===== src/rtl/alarm_trigger_if.sv =====
// ============================================================================
// Module   : alarm_trigger_if
// Purpose  : Bundles the time, alarm-setting, button and buzzer signals
//            exchanged with the alarm trigger block.
// Revision : 1.0 - initial release
// ============================================================================
`default_nettype none

interface alarm_trigger_if;
   logic       sec_tick;
   logic [1:0] cur_hours_left;
   logic [3:0] cur_hours_right;
   logic [2:0] cur_min_left;
   logic [3:0] cur_min_right;
   logic [2:0] cur_sec_left;
   logic [3:0] cur_sec_right;
   logic [1:0] al_hours_left;
   logic [3:0] al_hours_right;
   logic [2:0] al_min_left;
   logic [3:0] al_min_right;
   logic       alarm_on;
   logic       alarm_setting;
   logic       stop_button;
   logic       snooze_button;
   logic       buzzer;
   logic       ringing;
   logic       snoozing;
   logic [1:0] snooze_count;

   modport master (
      output sec_tick, cur_hours_left, cur_hours_right, cur_min_left, cur_min_right,
             cur_sec_left, cur_sec_right, al_hours_left, al_hours_right, al_min_left,
             al_min_right, alarm_on, alarm_setting, stop_button, snooze_button,
      input  buzzer, ringing, snoozing, snooze_count
   );

   modport slave (
      input  sec_tick, cur_hours_left, cur_hours_right, cur_min_left, cur_min_right,
             cur_sec_left, cur_sec_right, al_hours_left, al_hours_right, al_min_left,
             al_min_right, alarm_on, alarm_setting, stop_button, snooze_button,
      output buzzer, ringing, snoozing, snooze_count
   );
endinterface

`default_nettype wire


===== src/rtl/alarm_trigger.sv =====
// ============================================================================
// Module   : alarm_trigger
// Purpose  : Matches the running clock against the stored alarm time and runs
//            the ring / snooze / stop sequence driving the buzzer.
// Revision : 1.0 - initial release
// ============================================================================
`default_nettype none

module alarm_trigger #(
   parameter int RING_SECONDS   = 60,
   parameter int SNOOZE_SECONDS = 300,
   parameter int MAX_SNOOZE     = 3
) (
   input wire logic      clk,
   input wire logic      rst,
   alarm_trigger_if.slave bus
);
   localparam int c_RW = $clog2(RING_SECONDS);
   localparam int c_SW = $clog2(SNOOZE_SECONDS);
   localparam logic [c_RW-1:0] c_RING_LAST = c_RW'(RING_SECONDS - 1);
   localparam logic [c_SW-1:0] c_SNZ_LAST  = c_SW'(SNOOZE_SECONDS - 1);
   localparam logic [1:0]      c_MAX_SNZ   = 2'(MAX_SNOOZE);

   typedef enum logic [1:0] {
      S_DISARMED = 2'd0,
      S_ARMED    = 2'd1,
      S_RINGING  = 2'd2,
      S_SNOOZE   = 2'd3
   } state_t;

   state_t          r_state, w_state_nxt;
   logic [c_RW-1:0] r_ring_cnt, w_ring_cnt_nxt;
   logic [c_SW-1:0] r_snz_cnt, w_snz_cnt_nxt;
   logic [1:0]      r_snz_used, w_snz_used_nxt;
   logic            r_buzzer, w_buzzer_nxt;
   logic            r_match_q;
   logic            w_match_c;
   logic            w_trigger;

   // Seconds must be 00 so the match is a single one-second window per day.
   assign w_match_c = (bus.cur_hours_left  == bus.al_hours_left)  &&
                      (bus.cur_hours_right == bus.al_hours_right) &&
                      (bus.cur_min_left    == bus.al_min_left)    &&
                      (bus.cur_min_right   == bus.al_min_right)   &&
                      (bus.cur_sec_left    == 3'd0)               &&
                      (bus.cur_sec_right   == 4'd0);
   assign w_trigger = w_match_c & ~r_match_q;

   always_ff @(posedge clk or negedge rst) begin
      if (!rst) begin
         r_state    <= S_DISARMED;
         r_ring_cnt <= '0;
         r_snz_cnt  <= '0;
         r_snz_used <= '0;
         r_buzzer   <= 1'b0;
         r_match_q  <= 1'b0;
      end else begin
         r_state    <= w_state_nxt;
         r_ring_cnt <= w_ring_cnt_nxt;
         r_snz_cnt  <= w_snz_cnt_nxt;
         r_snz_used <= w_snz_used_nxt;
         r_buzzer   <= w_buzzer_nxt;
         r_match_q  <= w_match_c;
      end
   end

   always_comb begin
      w_state_nxt    = r_state;
      w_ring_cnt_nxt = r_ring_cnt;
      w_snz_cnt_nxt  = r_snz_cnt;
      w_snz_used_nxt = r_snz_used;
      w_buzzer_nxt   = r_buzzer;
      if (!bus.alarm_on || bus.alarm_setting) begin
         w_state_nxt    = S_DISARMED;
         w_ring_cnt_nxt = '0;
         w_snz_cnt_nxt  = '0;
         w_snz_used_nxt = '0;
         w_buzzer_nxt   = 1'b0;
      end else begin
         case (r_state)
            S_DISARMED: w_state_nxt = S_ARMED;
            S_ARMED: begin
               if (w_trigger) begin
                  w_state_nxt    = S_RINGING;
                  w_ring_cnt_nxt = '0;
                  w_buzzer_nxt   = 1'b1;
               end
            end
            S_RINGING: begin
               // Stop beats snooze beats timeout; a snooze at the limit falls through.
               if (bus.stop_button) begin
                  w_state_nxt    = S_ARMED;
                  w_buzzer_nxt   = 1'b0;
                  w_snz_used_nxt = '0;
               end else if (bus.snooze_button && (r_snz_used < c_MAX_SNZ)) begin
                  w_state_nxt    = S_SNOOZE;
                  w_snz_cnt_nxt  = '0;
                  w_snz_used_nxt = r_snz_used + 2'd1;
                  w_buzzer_nxt   = 1'b0;
               end else if (bus.sec_tick) begin
                  if (r_ring_cnt == c_RING_LAST) begin
                     w_state_nxt    = S_ARMED;
                     w_buzzer_nxt   = 1'b0;
                     w_snz_used_nxt = '0;
                  end else begin
                     w_buzzer_nxt   = ~r_buzzer;
                     w_ring_cnt_nxt = r_ring_cnt + 1'b1;
                  end
               end
            end
            S_SNOOZE: begin
               if (bus.stop_button) begin
                  w_state_nxt    = S_ARMED;
                  w_snz_used_nxt = '0;
               end else if (bus.sec_tick) begin
                  if (r_snz_cnt == c_SNZ_LAST) begin
                     w_state_nxt    = S_RINGING;
                     w_ring_cnt_nxt = '0;
                     w_buzzer_nxt   = 1'b1;
                  end else begin
                     w_snz_cnt_nxt = r_snz_cnt + 1'b1;
                  end
               end
            end
            default: w_state_nxt = S_DISARMED;
         endcase
      end
   end

   assign bus.buzzer       = r_buzzer;
   assign bus.ringing      = (r_state == S_RINGING);
   assign bus.snoozing     = (r_state == S_SNOOZE);
   assign bus.snooze_count = r_snz_used;

endmodule

`default_nettype wire

===== src/flat_wrapper.sv =====
// flat-port wrapper written by rule: the top's interface ports become plain ports
module alarm_trigger_flat 
#(
   parameter int RING_SECONDS   = 60,
   parameter int SNOOZE_SECONDS = 300,
   parameter int MAX_SNOOZE     = 3
)
  (clk, rst, bus_sec_tick, bus_cur_hours_left, bus_cur_hours_right, bus_cur_min_left, bus_cur_min_right, bus_cur_sec_left, bus_cur_sec_right, bus_al_hours_left, bus_al_hours_right, bus_al_min_left, bus_al_min_right, bus_alarm_on, bus_alarm_setting, bus_stop_button, bus_snooze_button, bus_buzzer, bus_ringing, bus_snoozing, bus_snooze_count);
  alarm_trigger_if bus_i ();
  input wire logic clk;
  input wire logic rst;
  input wire logic [$bits(bus_i.sec_tick)-1:0] bus_sec_tick;
  input wire logic [$bits(bus_i.cur_hours_left)-1:0] bus_cur_hours_left;
  input wire logic [$bits(bus_i.cur_hours_right)-1:0] bus_cur_hours_right;
  input wire logic [$bits(bus_i.cur_min_left)-1:0] bus_cur_min_left;
  input wire logic [$bits(bus_i.cur_min_right)-1:0] bus_cur_min_right;
  input wire logic [$bits(bus_i.cur_sec_left)-1:0] bus_cur_sec_left;
  input wire logic [$bits(bus_i.cur_sec_right)-1:0] bus_cur_sec_right;
  input wire logic [$bits(bus_i.al_hours_left)-1:0] bus_al_hours_left;
  input wire logic [$bits(bus_i.al_hours_right)-1:0] bus_al_hours_right;
  input wire logic [$bits(bus_i.al_min_left)-1:0] bus_al_min_left;
  input wire logic [$bits(bus_i.al_min_right)-1:0] bus_al_min_right;
  input wire logic [$bits(bus_i.alarm_on)-1:0] bus_alarm_on;
  input wire logic [$bits(bus_i.alarm_setting)-1:0] bus_alarm_setting;
  input wire logic [$bits(bus_i.stop_button)-1:0] bus_stop_button;
  input wire logic [$bits(bus_i.snooze_button)-1:0] bus_snooze_button;
  output wire logic [$bits(bus_i.buzzer)-1:0] bus_buzzer;
  output wire logic [$bits(bus_i.ringing)-1:0] bus_ringing;
  output wire logic [$bits(bus_i.snoozing)-1:0] bus_snoozing;
  output wire logic [$bits(bus_i.snooze_count)-1:0] bus_snooze_count;
  assign bus_i.sec_tick = bus_sec_tick;
  assign bus_i.cur_hours_left = bus_cur_hours_left;
  assign bus_i.cur_hours_right = bus_cur_hours_right;
  assign bus_i.cur_min_left = bus_cur_min_left;
  assign bus_i.cur_min_right = bus_cur_min_right;
  assign bus_i.cur_sec_left = bus_cur_sec_left;
  assign bus_i.cur_sec_right = bus_cur_sec_right;
  assign bus_i.al_hours_left = bus_al_hours_left;
  assign bus_i.al_hours_right = bus_al_hours_right;
  assign bus_i.al_min_left = bus_al_min_left;
  assign bus_i.al_min_right = bus_al_min_right;
  assign bus_i.alarm_on = bus_alarm_on;
  assign bus_i.alarm_setting = bus_alarm_setting;
  assign bus_i.stop_button = bus_stop_button;
  assign bus_i.snooze_button = bus_snooze_button;
  assign bus_buzzer = bus_i.buzzer;
  assign bus_ringing = bus_i.ringing;
  assign bus_snoozing = bus_i.snoozing;
  assign bus_snooze_count = bus_i.snooze_count;
  alarm_trigger #(.RING_SECONDS(RING_SECONDS), .SNOOZE_SECONDS(SNOOZE_SECONDS), .MAX_SNOOZE(MAX_SNOOZE)) u_core (.clk(clk), .rst(rst), .bus(bus_i));
endmodule

===== config.mk =====
export PLATFORM = sky130hd
export DESIGN_NAME = alarm_trigger_flat
export DESIGN_NICKNAME = d
export VERILOG_FILES = /design/src/rtl/alarm_trigger_if.sv /design/src/rtl/alarm_trigger.sv /design/src/flat_wrapper.sv
export SDC_FILE = /design/constraint.sdc
export NUM_CORES = 1
export LEC_CHECK = 0
export CAP_MARGIN = 20
export CORE_UTILIZATION = 52
export CTS_BUF_LIST = sky130_fd_sc_hd__clkbuf_8
export DETAILED_ROUTE_END_ITERATION = 8
export PLACE_DENSITY = 0.88
export RECOVER_POWER = 100
export SYNTH_ARGS = -nofsm -noshare
export SYNTH_HDL_FRONTEND = slang
export SYNTH_SLANG_ARGS = --single-unit

===== constraint.sdc =====
create_clock -name clk -period 5 [get_ports clk]
set_input_delay 0.5 -clock clk [delete_from_list [all_inputs] [get_ports clk]]
set_output_delay 0.5 -clock clk [all_outputs]
set_load 0.01 [all_outputs]

# Word level (Yosys, flattened, before mapping)
# Index checks and enable logic that the tools add are counted.
dict set report totals {
  regBits 21
  out_inout_bits 5
  inputBits 40
  word_cells 99
}
dict set report op_classes {
  add_sub_neg 3
  bitwise 3
  n_reduce_logical 18
  n_eq_ne 24
  magnitude_cmp 1
  mux 44
}
# operator count
set ops {}
lappend ops {{$mux 6} 9}
lappend ops {{$mux 9} 6}
lappend ops {{$mux 2} 15}
lappend ops {{$ne 3x2->1 const B} 8}
lappend ops {{$pmux 6 s3} 1}
lappend ops {{$pmux 9 s2} 1}
lappend ops {{$reduce_and 6->1} 2}
lappend ops {{$add 9x1->9 const B} 1}
lappend ops {{$eq 9x9->1 const B} 1}
lappend ops {{$mux 1} 9}
lappend ops {{$ne 3x1->1 const B} 3}
lappend ops {{$reduce_and 9->1} 1}
lappend ops {{$eq 4x4->1} 2}
lappend ops {{$pmux 2 s4} 1}
lappend ops {{$add 6x1->6 const B} 1}
lappend ops {{$eq 6x6->1 const B} 1}
lappend ops {{$logic_and 1x1->1} 6}
lappend ops {{$ne 5x2->1 const B} 1}
lappend ops {{$ne 5x3->1 const B} 1}
lappend ops {{$reduce_and 5->1} 1}
lappend ops {{$eq 2x2->1 const B} 2}
lappend ops {{$logic_not 4->1} 1}
lappend ops {{$ne 4x2->1 const B} 1}
lappend ops {{$ne 4x3->1 const B} 1}
lappend ops {{other kinds (16)} 17}

# Logic depth before layout (Yosys ltp)
dict set report logic_depth {
  ltp_word 10
  ltp_mapped 9
  depth_no_buf 7
}

# Worst setup path after synthesis
# No wires, ideal clock.
dict set report synth_path {
  kind {input port to flip-flop}
  start {input bus_cur_sec_left[1]}
  end {register u_core.r_ring_cnt[3]}
  slack_ns 2.579
  n_path_buf 0
  arrival_ns 2.348
  t_required_ns 4.927
  path_stages 6
  setup_ns 0.073
  cell_sequence {or4_1 > nor4_1 > nand4_1 > o311a_1 > or4_4 > a21oi_2}
}
dict set report synth_between {
  elab_chain_cells 6
}
# element line
set synth_rtl {}
lappend synth_rtl {{from (decl)} flat_wrapper.sv:17} ;# input wire logic [$bits(bus_i.cur_sec_left)-1:0] bus_cur_sec_left;
lappend synth_rtl {{$logic_not 3->1} alarm_trigger.sv:45} ;# (bus.cur_sec_left == 3'd0) &&
lappend synth_rtl {{$logic_and 1x1->1} alarm_trigger.sv:44} ;# (bus.cur_min_right == bus.al_min_right) &&
lappend synth_rtl {{$logic_and 1x1->1} alarm_trigger.sv:45}
lappend synth_rtl {{$and 1x1->1} alarm_trigger.sv:47} ;# assign w_trigger = w_match_c & ~r_match_q;
lappend synth_rtl {{$ne 3x1->1 (no line)} n/a}
lappend synth_rtl {{$reduce_and 9->1 (no line)} n/a}
lappend synth_rtl {{to (signal assigned)} alarm_trigger.sv:59} ;# r_ring_cnt <= w_ring_cnt_nxt;
lappend synth_rtl {{to (decl)} alarm_trigger.sv:32} ;# logic [c_RW-1:0] r_ring_cnt, w_ring_cnt_nxt;
# Every way passes these cells.
# A chain may end at the register's enable or synchronous reset.

# Final worst setup path
dict set report layout_path {
  start {input bus_cur_sec_left[1]}
  end {register u_core.r_ring_cnt[2]}
}
# Same word-level chain as after synthesis.

==> metrics.yaml <==
cp-startpoint: "bus_cur_sec_left[1]"
yosys_warnings: 0
hpwl_um: 2630
tightest_slew_ns: 0.982
ys_ff_latch: 21
ioPinCount: 45
grt_antenna_before_repair: 0
avgViaCountPerCell: 6.07
reg2reg_slack_ns: 2.23
combPwrFrac_pct: 19.6
setup_tns_ns: 0
firstDrtPassIters: 4
path_clk_slew_ns: 0.08
async_reset_ff_share_pct: 100
worstSetupEndpoint: "u_core.r_ring_cnt[2]"
synth.distinct_cells: 40
post-route-period-util_pct: 60.0
path_max_fanout: 16
worstReg2RegStart: "u_core.r_snz_cnt[6]"
crit_chain: "dlygate4sd3_1, or4_1, nor4_1, nand4_1, o311a_1, nor3b_1, a21oi_1"
ctsHoldBuffers: 0
max_cap_viol_count: 0
path_buf_inv: 1
yosysMostFrequentCell: "dfrtp_1"
drt_iter0_drc: 36
min_path_type: "register to register"
drive_above_1_share_pct: 4.88
area_delta_synth_final_pct: 34.2
syn-num-nets: 206
rr_worst_depth: 6
fp.dieW_um: 54.6
syn_area_per_cell_um2: 8.83
chipHeight_um: 54.6
clockBufferDepth: 2
critPathLaunchType: "input port"
htree_levels: 1
routabilityCongestion: 0.801
leakage_nw: 0.782
timing.final.hold_violations: 0
drc: 0
fmax_ghz: 0.333
grt_first_pass_wirelength_um: 5490
drtAntennaViolNets: 0
power.internal_mw: 0.270
wl_per_cell_um: 14.2
cp.arrival_ns: 3.11
std_cell_rows: 18
p_per_area_nw_per_um2: 186
crit_type: "input port to register"
finalSetupViolCount: 0
die_area_um2: 2980
worstPathRequired_ns: 5.11
synth-edff-count: 0
track_usage_pct: 25.6
maxSlewHeadroom_pct: 34.3
synth_top_flop_cell: "dfrtp_1"
clock_sinks: 21
gr-total-overflow: 0
io_buffers: 44
clock_latency_ns: 0.26
p_clk_share_pct: 31.4
grt_pass1_vias: 1276
ctsResizeCount: 0
p_seq_share_pct: 49.0
cp_top_family: "simple AND/OR/NAND/NOR gates"
yosysTopAreaCell: "dfrtp_1"
slowest_stage: "nor3b_1"
netlist_top_cells_area: "dfrtp_1 37%, o21ai_0 6.6%, xor2_1 4.9%"
grt_max_degree: 22
synth_seq_area_share_pct: 36.5
fin_util_pct: 75.9
fin_nets: 249
synth_area_um2: 1440
fin_crit_ns: 3.00
max_stage_delay_ns: 0.61
floorplan.initialDensity_pct: 56.5
ys_top_cells_by_count: "21 x dfrtp_1, 19 x o21ai_0, 12 x nor2_1"
p_sw_share_pct: 24.9
cts_root_buf: "clkbuf_8"
final_max_slew_viol_count: 0
rsz0062_at_grt: "no"
routed_wl_um: 3330
switching_power_mw: 0.0894
timing.rr.end: "u_core.r_ring_cnt[2]"
cts_buffers: 3
vias: 1427
diodes: 0
syn-instance-count: 163
min_path_cells: 1
cts_tree: "built"
yosys.area.top_type_share_pct: 36.5
clock_skew_ns: 0.00291
core_area_um2: 2540
cp-end-kind: "register"
peakVddDrop_mv: 0.151
cts_setup_buffers: 0
outcome: "finished clean"
critical_path_cell_count: 7
state kept, by name, indices dropped and copies added (netlist names):
register,count
u_core.r_ring_cnt,6
u_core.bus.snooze_count,2
u_core.r_snz_cnt,9
u_core.r_state,2
u_core.bus.buzzer,1
u_core.r_match_q,1
routing by layer:
layer | global-route usage (%) | vias to the layer above | wire, um
met5 | 0 | - | 0
met4 | 12.0 | 0 | 59
met3 | 3.33 | 6 | 225
met2 | 44.2 | 62 | 1700
met1 | 31.0 | 672 | 1350
li1 | - | 687 | -
worst min path at each step:
stage                                    from                   to
after floorplan                           rst    u_core.bus.buzzer
after global placement    u_core.r_snz_cnt[8]  u_core.r_snz_cnt[8]
after detailed placement  u_core.r_snz_cnt[8]  u_core.r_snz_cnt[8]
after CTS                 u_core.r_snz_cnt[8]  u_core.r_snz_cnt[8]
after global routing      u_core.r_snz_cnt[8]  u_core.r_snz_cnt[8]
final                     u_core.r_snz_cnt[8]  u_core.r_snz_cnt[8]
kinds of logic after synthesis:
| logic type | after synthesis | synth area share [%] |
|---|---|---|
| compound gates | 44 | 19.9 |
| xor+xnor | 13 | 7.91 |
| fa+ha+maj | 3 | 2.61 |
| buf+inv | 11 | 2.87 |
| flops | 21 | 36.5 |
| mux | 1 | 0.783 |
| simple gates | 70 | 29.4 |
layout by cell type (no fill, tap or decap), types with 5 or more instances in the layout:
cell type        synthesis  layout
clkdlybuf4s50_1          0      37
dfrtp_1                 21      21
o21ai_0                 19      19
nor2_1                  12      12
xor2_1                   8       8
o31ai_1                  8       8
a21oi_1                  7       7
nand2_1                  7       7
nand3_1                  7       7
dlygate4sd3_1            0       7
nand2b_1                 6       6
nor2b_1                  5       5
xnor2_1                  5       5
inv_1                    5       5
and3_1                   5       5
power by group through the flow:
stage | registers (mW) | logic, mW | clock network [mW]
3_5_place_dp | 0.179 | 0.0722 | 0
6_report | 0.176 | 0.0704 | 0.113
2_1_floorplan | 0.178 | 0.0291 | 0
5_1_grt | 0.176 | 0.0768 | 0.121
4_1_cts | 0.176 | 0.0724 | 0.114
3_3_place_gp | 0.179 | 0.0702 | 0
area by class of cell:
class	instances	area [um2]
inverter	5	18.8
sequential	21	526
tap	30	37.5
multi-input combinational	131	862
timing repair buffer	44	440
clock buffer	3	41.3
clock inverter	1	5.00
fill	177	614
metrics by stage:
step                      area [um2]  hold WS, ns  power, mW  setup WS [ns]  cells
final                           1930        0.495      0.359           2.00    235
after global routing            1930        0.515      0.374           1.81    235
after CTS                       1940        0.496      0.362           2.19    235
after detailed placement        1890        0.484      0.251           1.91    231
after global placement          1890        0.483      0.249           1.98    231
after floorplan                 1440        0.204      0.207           2.58    163
Power figures use the tool's default switching activity.
